**src/rtl/gen_fir_pkg.sv**
```systemverilog
// Shared types and helpers for the waveform generator + serial-MAC FIR.
// FSM encoding, waveform select codes, clog2 and accumulator sizing.
package gen_fir_pkg;

  typedef enum logic [1:0] {
    ST_IDLE,
    ST_LOAD,
    ST_MAC,
    ST_OUT
  } fsm_e;

  localparam logic [1:0] SEL_SAW  = 2'd0;
  localparam logic [1:0] SEL_TRI  = 2'd1;
  localparam logic [1:0] SEL_SQR  = 2'd2;
  localparam logic [1:0] SEL_ZERO = 2'd3;

  function automatic int clog2(input int v);
    int r;
    r = 0;
    while ((1 << r) < v) r++;
    return (r < 1) ? 1 : r;
  endfunction

  // One growth bit per doubling of taps keeps the sum exact.
  function automatic int acc_width(
    input int nb_data,
    input int nb_coef,
    input int n_taps
  );
    return nb_data + nb_coef + clog2(n_taps);
  endfunction

endpackage

```
**src/rtl/gen_fir_mac_wave_gen.sv**
```systemverilog
// Sample-rate divider, phase accumulator and waveform mapping.
// Ports: i_clock/i_reset/i_enable, i_sel, i_step -> o_tick, o_sample.
module wave_gen
  import gen_fir_pkg::*;
#(
  parameter int NB_SEL      = 2,
  parameter int NB_PHASE    = 16,
  parameter int NB_DATA_GEN = 8,
  parameter int SAMPLE_DIV  = 16
) (
  input  logic                          i_clock,
  input  logic                          i_reset,
  input  logic                          i_enable,
  input  logic [NB_SEL-1:0]             i_sel,
  input  logic [NB_PHASE-1:0]           i_step,
  output logic                          o_tick,
  output logic signed [NB_DATA_GEN-1:0] o_sample
);

  localparam int N      = NB_DATA_GEN;
  localparam int NB_DIV = clog2(SAMPLE_DIV);
  localparam logic [NB_DIV-1:0] CNT_MAX =
    NB_DIV'(SAMPLE_DIV - 1);
  localparam logic [N-1:0] SQ_POS =
    {1'b0, {(N-1){1'b1}}};
  localparam logic [N-1:0] SQ_NEG =
    {1'b1, {(N-2){1'b0}}, 1'b1};

  logic [NB_DIV-1:0]   cnt_q, cnt_d;
  logic [NB_PHASE-1:0] phase_q, phase_d;
  logic [N-1:0]        smp_q, smp_d;
  logic [N-1:0]        p;
  logic                m;
  logic [N-2:0]        t;
  logic [N-1:0]        wave;
  logic                tick;

  assign tick = i_enable && (cnt_q == CNT_MAX);
  assign p    = phase_q[NB_PHASE-1 -: N];
  assign m    = p[N-1];
  assign t    = m ? ~p[N-2:0] : p[N-2:0];

  always_comb begin
    wave = '0;
    unique case (1'b1)
      (i_sel == NB_SEL'(SEL_SAW)):
        wave = {~m, p[N-2:0]};
      (i_sel == NB_SEL'(SEL_TRI)):
        wave = {~t[N-2], t[N-3:0], 1'b0};
      (i_sel == NB_SEL'(SEL_SQR)):
        wave = m ? SQ_NEG : SQ_POS;
      (i_sel == NB_SEL'(SEL_ZERO)):
        wave = '0;
      default:
        wave = '0;
    endcase
  end

  always_comb begin
    cnt_d   = cnt_q;
    phase_d = phase_q;
    smp_d   = smp_q;
    if (i_enable) begin
      cnt_d = tick ? '0 : cnt_q + 1'b1;
    end
    if (tick) begin
      phase_d = phase_q + i_step;
      smp_d   = wave;
    end
  end

  always_ff @(posedge i_clock) begin
    if (!i_reset) begin
      cnt_q   <= '0;
      phase_q <= '0;
      smp_q   <= '0;
    end else begin
      cnt_q   <= cnt_d;
      phase_q <= phase_d;
      smp_q   <= smp_d;
    end
  end

  assign o_tick   = tick;
  assign o_sample = smp_q;

endmodule

```
**src/rtl/gen_fir_mac.sv**
```systemverilog
// Waveform source feeding a programmable FIR with one serial MAC.
// Ports: clock/reset/enable, sel/step, coef write port, o_signal/o_valid.
module gen_fir_mac
  import gen_fir_pkg::*;
#(
  parameter int NB_SEL      = 2,
  parameter int NB_PHASE    = 16,
  parameter int NB_DATA_GEN = 8,
  parameter int NB_COEF     = 8,
  parameter int NB_DATA_OUT = 8,
  parameter int N_TAPS      = 8,
  parameter int SAMPLE_DIV  = 16,
  parameter int NB_ADDR     = clog2(N_TAPS)
) (
  input  logic                   i_clock,
  input  logic                   i_reset,
  input  logic                   i_enable,
  input  logic [NB_SEL-1:0]      i_sel,
  input  logic [NB_PHASE-1:0]    i_step,
  input  logic                   i_coef_wr,
  input  logic [NB_ADDR-1:0]     i_coef_addr,
  input  logic [NB_COEF-1:0]     i_coef_data,
  output logic                   o_coef_ready,
  output logic [NB_DATA_OUT-1:0] o_signal,
  output logic                   o_valid
);

  localparam int NB_ACC  =
    acc_width(NB_DATA_GEN, NB_COEF, N_TAPS);
  localparam int NB_PROD = NB_DATA_GEN + NB_COEF;

  localparam logic signed [NB_ACC-1:0] RND =
    NB_ACC'(2 ** (NB_COEF - 2));
  localparam logic signed [NB_ACC-1:0] OMAX =
    NB_ACC'(2 ** (NB_DATA_OUT - 1) - 1);
  localparam logic signed [NB_ACC-1:0] OMIN =
    NB_ACC'(-(2 ** (NB_DATA_OUT - 1)));
  localparam logic [NB_COEF-1:0] COEF_HALF =
    NB_COEF'(2 ** (NB_COEF - 2));
  localparam logic [NB_ADDR-1:0] K_LAST =
    NB_ADDR'(N_TAPS - 1);

  if (SAMPLE_DIV < N_TAPS + 3) begin : g_div_chk
    $error("SAMPLE_DIV must be >= N_TAPS+3");
  end

  fsm_e                          state_q;
  logic [NB_ADDR-1:0]            k_q;
  logic signed [NB_ACC-1:0]      acc_q;
  logic [NB_DATA_OUT-1:0]        signal_q;
  logic                          valid_q;
  logic signed [NB_DATA_GEN-1:0] x_q    [N_TAPS];
  logic signed [NB_COEF-1:0]     coef_q [N_TAPS];

  logic                          tick;
  logic signed [NB_DATA_GEN-1:0] sample;
  logic signed [NB_PROD-1:0]     prod;
  logic signed [NB_ACC-1:0]      acc_d;
  logic signed [NB_ACC-1:0]      rnd_d;
  logic signed [NB_ACC-1:0]      shr_d;
  logic [NB_DATA_OUT-1:0]        sat_d;
  logic                          ready;
  logic                          addr_ok;
  logic                          coef_we;

  wave_gen #(
    .NB_SEL     (NB_SEL),
    .NB_PHASE   (NB_PHASE),
    .NB_DATA_GEN(NB_DATA_GEN),
    .SAMPLE_DIV (SAMPLE_DIV)
  ) u_wave (
    .i_clock (i_clock),
    .i_reset (i_reset),
    .i_enable(i_enable),
    .i_sel   (i_sel),
    .i_step  (i_step),
    .o_tick  (tick),
    .o_sample(sample)
  );

  assign ready   = (state_q == ST_IDLE) && !tick;
  assign addr_ok = (int'(i_coef_addr) < N_TAPS);
  assign coef_we = i_coef_wr && ready && addr_ok;

  assign prod  = x_q[k_q] * coef_q[k_q];
  assign acc_d = acc_q + NB_ACC'(prod);
  assign rnd_d = acc_d + RND;
  assign shr_d = rnd_d >>> (NB_COEF - 1);

  always_comb begin
    sat_d = shr_d[NB_DATA_OUT-1:0];
    if (shr_d > OMAX) sat_d = OMAX[NB_DATA_OUT-1:0];
    if (shr_d < OMIN) sat_d = OMIN[NB_DATA_OUT-1:0];
  end

  always_ff @(posedge i_clock) begin
    if (!i_reset) begin
      for (int i = 0; i < N_TAPS; i++) begin
        coef_q[i] <= (i == 0) ? COEF_HALF : '0;
      end
    end else if (coef_we) begin
      coef_q[i_coef_addr] <= i_coef_data;
    end
  end

  always_ff @(posedge i_clock) begin
    if (!i_reset) begin
      state_q  <= ST_IDLE;
      k_q      <= '0;
      acc_q    <= '0;
      signal_q <= '0;
      valid_q  <= 1'b0;
      for (int i = 0; i < N_TAPS; i++) begin
        x_q[i] <= '0;
      end
    end else begin
      valid_q <= 1'b0;
      unique case (state_q)
        ST_IDLE: begin
          if (tick) state_q <= ST_LOAD;
        end
        ST_LOAD: begin
          x_q[0] <= sample;
          for (int i = 1; i < N_TAPS; i++) begin
            x_q[i] <= x_q[i-1];
          end
          acc_q   <= '0;
          k_q     <= '0;
          state_q <= ST_MAC;
        end
        ST_MAC: begin
          acc_q <= acc_d;
          k_q   <= k_q + 1'b1;
          // Last product folds straight into the
          // rounded result so o_valid lands on time.
          if (k_q == K_LAST) begin
            signal_q <= sat_d;
            valid_q  <= 1'b1;
            state_q  <= ST_OUT;
          end
        end
        ST_OUT: begin
          state_q <= ST_IDLE;
        end
        default: begin
          state_q <= ST_IDLE;
        end
      endcase
    end
  end

  assign o_coef_ready = ready;
  assign o_signal     = signal_q;
  assign o_valid      = valid_q;

endmodule
```
**config.mk**
```make
export PLATFORM = sky130hd
export DESIGN_NAME = gen_fir_mac
export DESIGN_NICKNAME = d
export VERILOG_FILES = /design/src/rtl/gen_fir_pkg.sv /design/src/rtl/gen_fir_mac_wave_gen.sv /design/src/rtl/gen_fir_mac.sv
export SDC_FILE = /design/constraint.sdc
export NUM_CORES = 1
export LEC_CHECK = 0
export CAP_MARGIN = 10
export CORE_AREA = 2 2 172 174
export CTS_CLUSTER_SIZE = 8
export DETAILED_ROUTE_END_ITERATION = 7
export DIE_AREA = 0 0 174 176
export PLACE_DENSITY_LB_ADDON = 0.15
export SYNTH_ARGS = -nofsm -noshare
export SYNTH_HDL_FRONTEND = slang
export SYNTH_SLANG_ARGS = --single-unit
```
**constraint.sdc**
```tcl
create_clock -name i_clock -period 10.85 [get_ports i_clock]
set_input_delay 1.6275 -clock i_clock [delete_from_list [all_inputs] [get_ports i_clock]]
set_output_delay 1.6275 -clock i_clock [all_outputs]
set_load 0.01 [all_outputs]
```
[After elaboration in Yosys (flattened, before gate mapping)]
Memory sizes are Yosys's and may differ from the RTL's. A register that Yosys moved wholly into a read port is not among the register bits.
Cells that the tools add are included.
Cells by class
  multipliers: 1
  bitwise operators: 11
  reduce and logical (&&, ||, !) cells: 11
  order comparisons: 2
  muxes and demuxes: 34
  $add $sub $neg: 5
  equality and inequality tests: 9
Operators by type and width (count)
  $mux 8: 12
  $pmux 19 s2: 1
  $pmux 8 s3: 1
  $add 19x16->19: 1
  $add 19x8->19 const B: 1
  $add 16x16->16: 1
  $mul 8x8->16: 1
  $mux 3: 5
  $gt 12x8->1 const B: 1
  $lt 12x8->1 const B: 1
  $mux 1: 9
  $or 1x1->1: 8
  $pmux 2 s4: 1
  $reduce_or 8->1: 1
  $mux 7: 1
  $not 7->7: 1
  $eq 2x2->1 const B: 3
  $pmux 3 s2: 1
  $reduce_and 2->1: 3
  $add 4x1->4 const B: 1
  $eq 2x1->1 const B: 2
  $eq 4x4->1 const B: 1
  $logic_not 2->1: 2
  $mux 2: 2
  8 further kinds: 12
Storage, ports and cells
  memory bits (writable): 128
  bits in registers: 61
  memories kept: 2
  word-level logic and storage cells: 83
  output and inout bits: 10
  bits of input ports: 33
Memory list
  coef_q: words 8, width 8, read ports 1, clocked after memory_dff 1, write ports 8, RTL line gen_fir_mac.sv:53  | logic signed [NB_COEF-1:0] coef_q [N_TAPS];
  x_q: words 8, width 8, read ports 8, clocked after memory_dff 1, write ports 8, RTL line gen_fir_mac.sv:52  | logic signed [NB_DATA_GEN-1:0] x_q [N_TAPS];

[Depth between registers and ports, before layout]
  depth in word-level cells: 10
  mapped depth: 27
  gate-level depth less buffers: 24

[Cells and area by module]
From an unflattened synthesis, not the netlist that was laid out.
Second synthesis, totals
  cell total of the unflattened synthesis: 1168
  area, all modules: 12941.2 um2
By module, submodules not included
  gen_fir_mac: area an instance 10879.2 um2, sequential area each 4564.4 um2, cells an instance 914, instances 1
  wave_gen: area an instance 2062.0 um2, sequential area each 560.5 um2, cells an instance 254, instances 1

[Least setup slack after synthesis]
Ideal clock, no wire load.
  path type: register to register
  start: register (tool-made name)
  end: register signal_q[6] (netlist: o_signal[6])
  cell stages (with the launch flop): 23
  required time: 10.704 ns
  data arrival time: 6.963 ns
  setup slack: 3.740 ns
  buffers on the path: 2
  cells stage by stage: dfxtp_1 > clkbuf_1 > buf_1 > mux4_2 > mux2i_1 > inv_1 > nand2_1 > fa_1 > fa_1 > inv_1 > fa_1 > fa_1 > fa_1 > ha_1 > o21a_2 > o31ai_2 > a21oi_2 > or3_4 > a41o_4 > xnor2_4 > nor2_1 > a32oi_4 > a221oi_2
RTL lines
  to (signal assigned): RTL line gen_fir_mac.sv:137  | signal_q <= sat_d;
  to (decl): RTL line gen_fir_mac.sv:50  | logic [NB_DATA_OUT-1:0] signal_q;

==> results by group <==
Place
  – RD Place Congestion: 0.775
  – DP Cell Count: 1540
  – Buffers on Ports: 42
  – HPWL after DPL: 19.4 mm

STA
  – Headroom to the max-slew limit: 0.244
  – Min Clock Period, post-route: 7.92 ns
  – Worst Hold Slack: 0.460 ns
  – Setup TNS: 0 ns
  – Period utilisation layout: 0.730
  – FMAX: 0.126 GHz
  – RSZ-0062 raised after global routing: false
  – Worst-margin pin slew: 1.13 ns
  – Worst Clk Skew: 0.0177 ns
  – Slew Viols, Final: 0
  – Final hold vios: 0
  – Final setup violation count: 0

Setup path
  – CP max-delay cell: dfxtp_2
  – Critical Path RT: 11.12 ns
  – Critical Path Start Type: flop
  – Worst setup endpoint: o_signal[5]
  – Buf/Inv on CP: 3
  – FF-to-FF End: o_signal[5]
  – CP Class: flop to flop
  – Crit. End Element: flop
  – CP Data Arrival Time: 8.19 ns
  – Critical path depth: 21
  – Critical path's largest stage delay: 0.96 ns
  – Most used cell, CP: fa_1
  – Crit Path Max Fanout: 25
  – Worst Reg-to-Reg Cells: 21
  – Top Family by Delay on Critical Path: adder cells
  – Crit-path cells: buf_4 -> mux4_2 -> mux2i_1 -> nor2_1 -> fa_1 -> inv_1 -> fa_1 -> inv_1 -> fa_1 -> fa_1 -> fa_1 -> ha_1 -> o21a_2 -> o31a_1 -> a21oi_1 -> and3_1 -> and4_4 -> and4_4 -> nand2_1 -> a32oi_4 -> a221oi_2
  – Flop2flop setup slack: 2.93 ns

Drt
  – WL/cell: 17.6 um
  – DRT Pass-1 Iters: 4
  – 1st-iter DRT viols: 607
  – Number of routed nets with antenna violations: 0
  – Via density: 5.37
  – Wirelength, routed: 27.7 mm
  – Remaining DRCs: 0
  – DR vias: 8446

Finish
  – Most frequent cells in the layout: 128 x edfxtp_1, 112 x inv_1, 99 x nor2_1, 85 x and2_1, 85 x fa_1
  – Final Net Count: 1361
  – Finished Layout Cells: 1573
  – Fillers: 2632
  – Diode count: 0
  – Share of layout cells above drive strength 1: 0.106
  – Commonest non-fill, non-tap cell in the layout: edfxtp_1
  – Area grow syn2layout: 11.6%
  – Fin util: 0.501

CTS
  – CTS Buffer Depth: 2
  – Reg clk slew, reported paths: 0.09 ns
  – Hold_buf cts: 0
  – H-tree Lvls: 4
  – TritonCTS clock tree: yes
  – Num CTS Buffers: 17
  – Number of clock sinks: 192
  – Post-CTS Setup Inserts: 0
  – PostCTS Resize Cnt: 0
  – Later-pin clock latency in the skew report: 0.45 ns
  – CTS root buf: clkbuf_16

Global route
  – Initial antenna violation count: 0
  – Via count of the first global-routing pass: 8687
  – Largest net degree at the start of global routing: 82
  – Wire length of the first global-routing pass: 46.0 mm
  – Total track usage: 0.191
  – Grt ovf: 0

Floorplan
  – DIE AREA: 30600 um2
  – Core ar.: 28500 um2
  – Cell row count: 62
  – # IOs: 43
  – Die Span Y: 176 um
  – Chip width: 174 um
  – Starting Density: 0.449

Synthesis
  – Post-Synthesis Cell Area: 12800 um2
  – Syn Area/Cell: 11.2 um2
  – Synth Instances: 1146
  – Sequential share of the synthesized area: 0.400
  – Synthesized Nets: 1331
  – Number of synthesis warnings: 0
  – Flops & latches, synth: 192
  – Post-synth EDFFs: 128
  – Top_reg_cell synth: edfxtp_1
  – Post-synth cell types: 73
  – FFs w/ async S/R, synth: 0

Power
  – Leak pwr: 5.88 nW
  – PD cells: 155 nW/um2
  – Tot Pwr: 2.21 mW
  – Peak supply drop: 0.0861 mV

Worst hold path
  – Hold Path Class: flop to flop

Flow run
  – Max-cap violations: 0

Status
  – Status: complete, no violations
routing by layer:
| metal | vias up | share of wire | track usage |
|---|---|---|---|
| met3 | 15 | 0.027 | 0.0252 |
| met2 | 116 | 0.51 | 0.330 |
| met5 | - | 0 | 0 |
| met4 | 0 | 0.0071 | 0.0368 |
| met1 | 4238 | 0.46 | 0.260 |
| li1 | 4077 | - | - |
worst min-delay path by stage:
| stage | from | end | slack (ns) | cells after the start |
|---|---|---|---|---|
| 2_1_floorplan | u_wave.phase_q[2] | u_wave.phase_q[2] | 0.44 | 2 |
| 3_3_place_gp | u_wave.phase_q[6] | u_wave.phase_q[6] | 0.44 | 2 |
| 3_5_place_dp | u_wave.phase_q[6] | u_wave.phase_q[6] | 0.45 | 2 |
| 4_1_cts | u_wave.phase_q[6] | u_wave.phase_q[6] | 0.46 | 2 |
| 5_1_grt | u_wave.phase_q[0] | u_wave.phase_q[0] | 0.48 | 2 |
| 6_report | u_wave.phase_q[6] | u_wave.phase_q[6] | 0.46 | 2 |
cell families after synthesis:
kind of cell,count (synthesis),share of synthesized area
adder cells (fa/ha/maj),152,0.198
XOR/XNOR,31,0.0232
flip-flops,192,0.400
AND/OR/NAND/NOR,400,0.166
multiplexers,54,0.0739
AO/OA/AOI/OAI,156,0.0912
buffers and inverters,161,0.0474
metrics by stage:
stage,worst slack [ns],instance area (um2)
2_1_floorplan,3.74,12800
3_3_place_gp,2.91,13700
3_5_place_dp,2.88,13700
4_1_cts,2.85,14300
5_1_grt,2.38,14300
6_report,2.93,14300
where the power goes:
part           switching, mW  internal (mW)  leakage (nW)
Clock                  0.357          0.329         0.314
Combinational          0.431          0.291          3.71
Sequential           0.00806          0.797          1.86
Total                  0.796           1.42          5.88
state kept, by name, indices dropped and copies added, names as in the netlist, named ones only:
name / cells
u_wave.phase_q: 16
o_valid: 1
o_signal: 8
k_q: 3
u_wave.cnt_q: 4
state_q: 2
coef_q: 64
x_q: 64
u_wave.o_sample: 8
acc_q: 19
synthesized netlist by cell type, types with 16 or more instances:
master | count | area, um2
edfxtp_1 | 128 | 3840
nand2_1 | 54 | 203
ha_1 | 67 | 838
nand2b_1 | 19 | 119
fa_1 | 85 | 1700
xnor2_1 | 22 | 193
mux2i_1 | 17 | 170
nor2_1 | 99 | 372
nand3_1 | 16 | 80.1
a21oi_1 | 51 | 255
and3_1 | 54 | 338
nor2b_1 | 16 | 100
a22oi_1 | 18 | 135
dfxtp_1 | 64 | 1280
and2_1 | 85 | 532
inv_1 | 113 | 424
mux4_2 | 32 | 721
o21ai_0 | 16 | 80.1
clkbuf_1 | 41 | 154
nor3_1 | 20 | 100
final cells by class:
class / instances / area (um2) / area share
Tap cell: 384 / 480 / 0.0336
Clock buffer: 17 / 425 / 0.0297
Timing Repair Buffer: 59 / 541 / 0.0378
Sequential cell: 192 / 5130 / 0.358
Multi-Input combinational cell: 793 / 7090 / 0.495
Inverter: 113 / 424 / 0.0296
Clock inverter: 15 / 226 / 0.0158
worst reg2reg max path: stages (launching register included):
cell	delay (ns)
dfxtp_2	0.96
buf_4	0.36
mux4_2	0.53
mux2i_1	0.60
nor2_1	0.16
fa_1	0.54
inv_1	0.05
fa_1	0.48
inv_1	0.06
fa_1	0.50
fa_1	0.58
fa_1	0.43
ha_1	0.37
o21a_2	0.23
o31a_1	0.11
a21oi_1	0.32
and3_1	0.34
and4_4	0.27
and4_4	0.25
nand2_1	0.12
a32oi_4	0.38
a221oi_2	0.13
(Power assumes the default switching activity.)
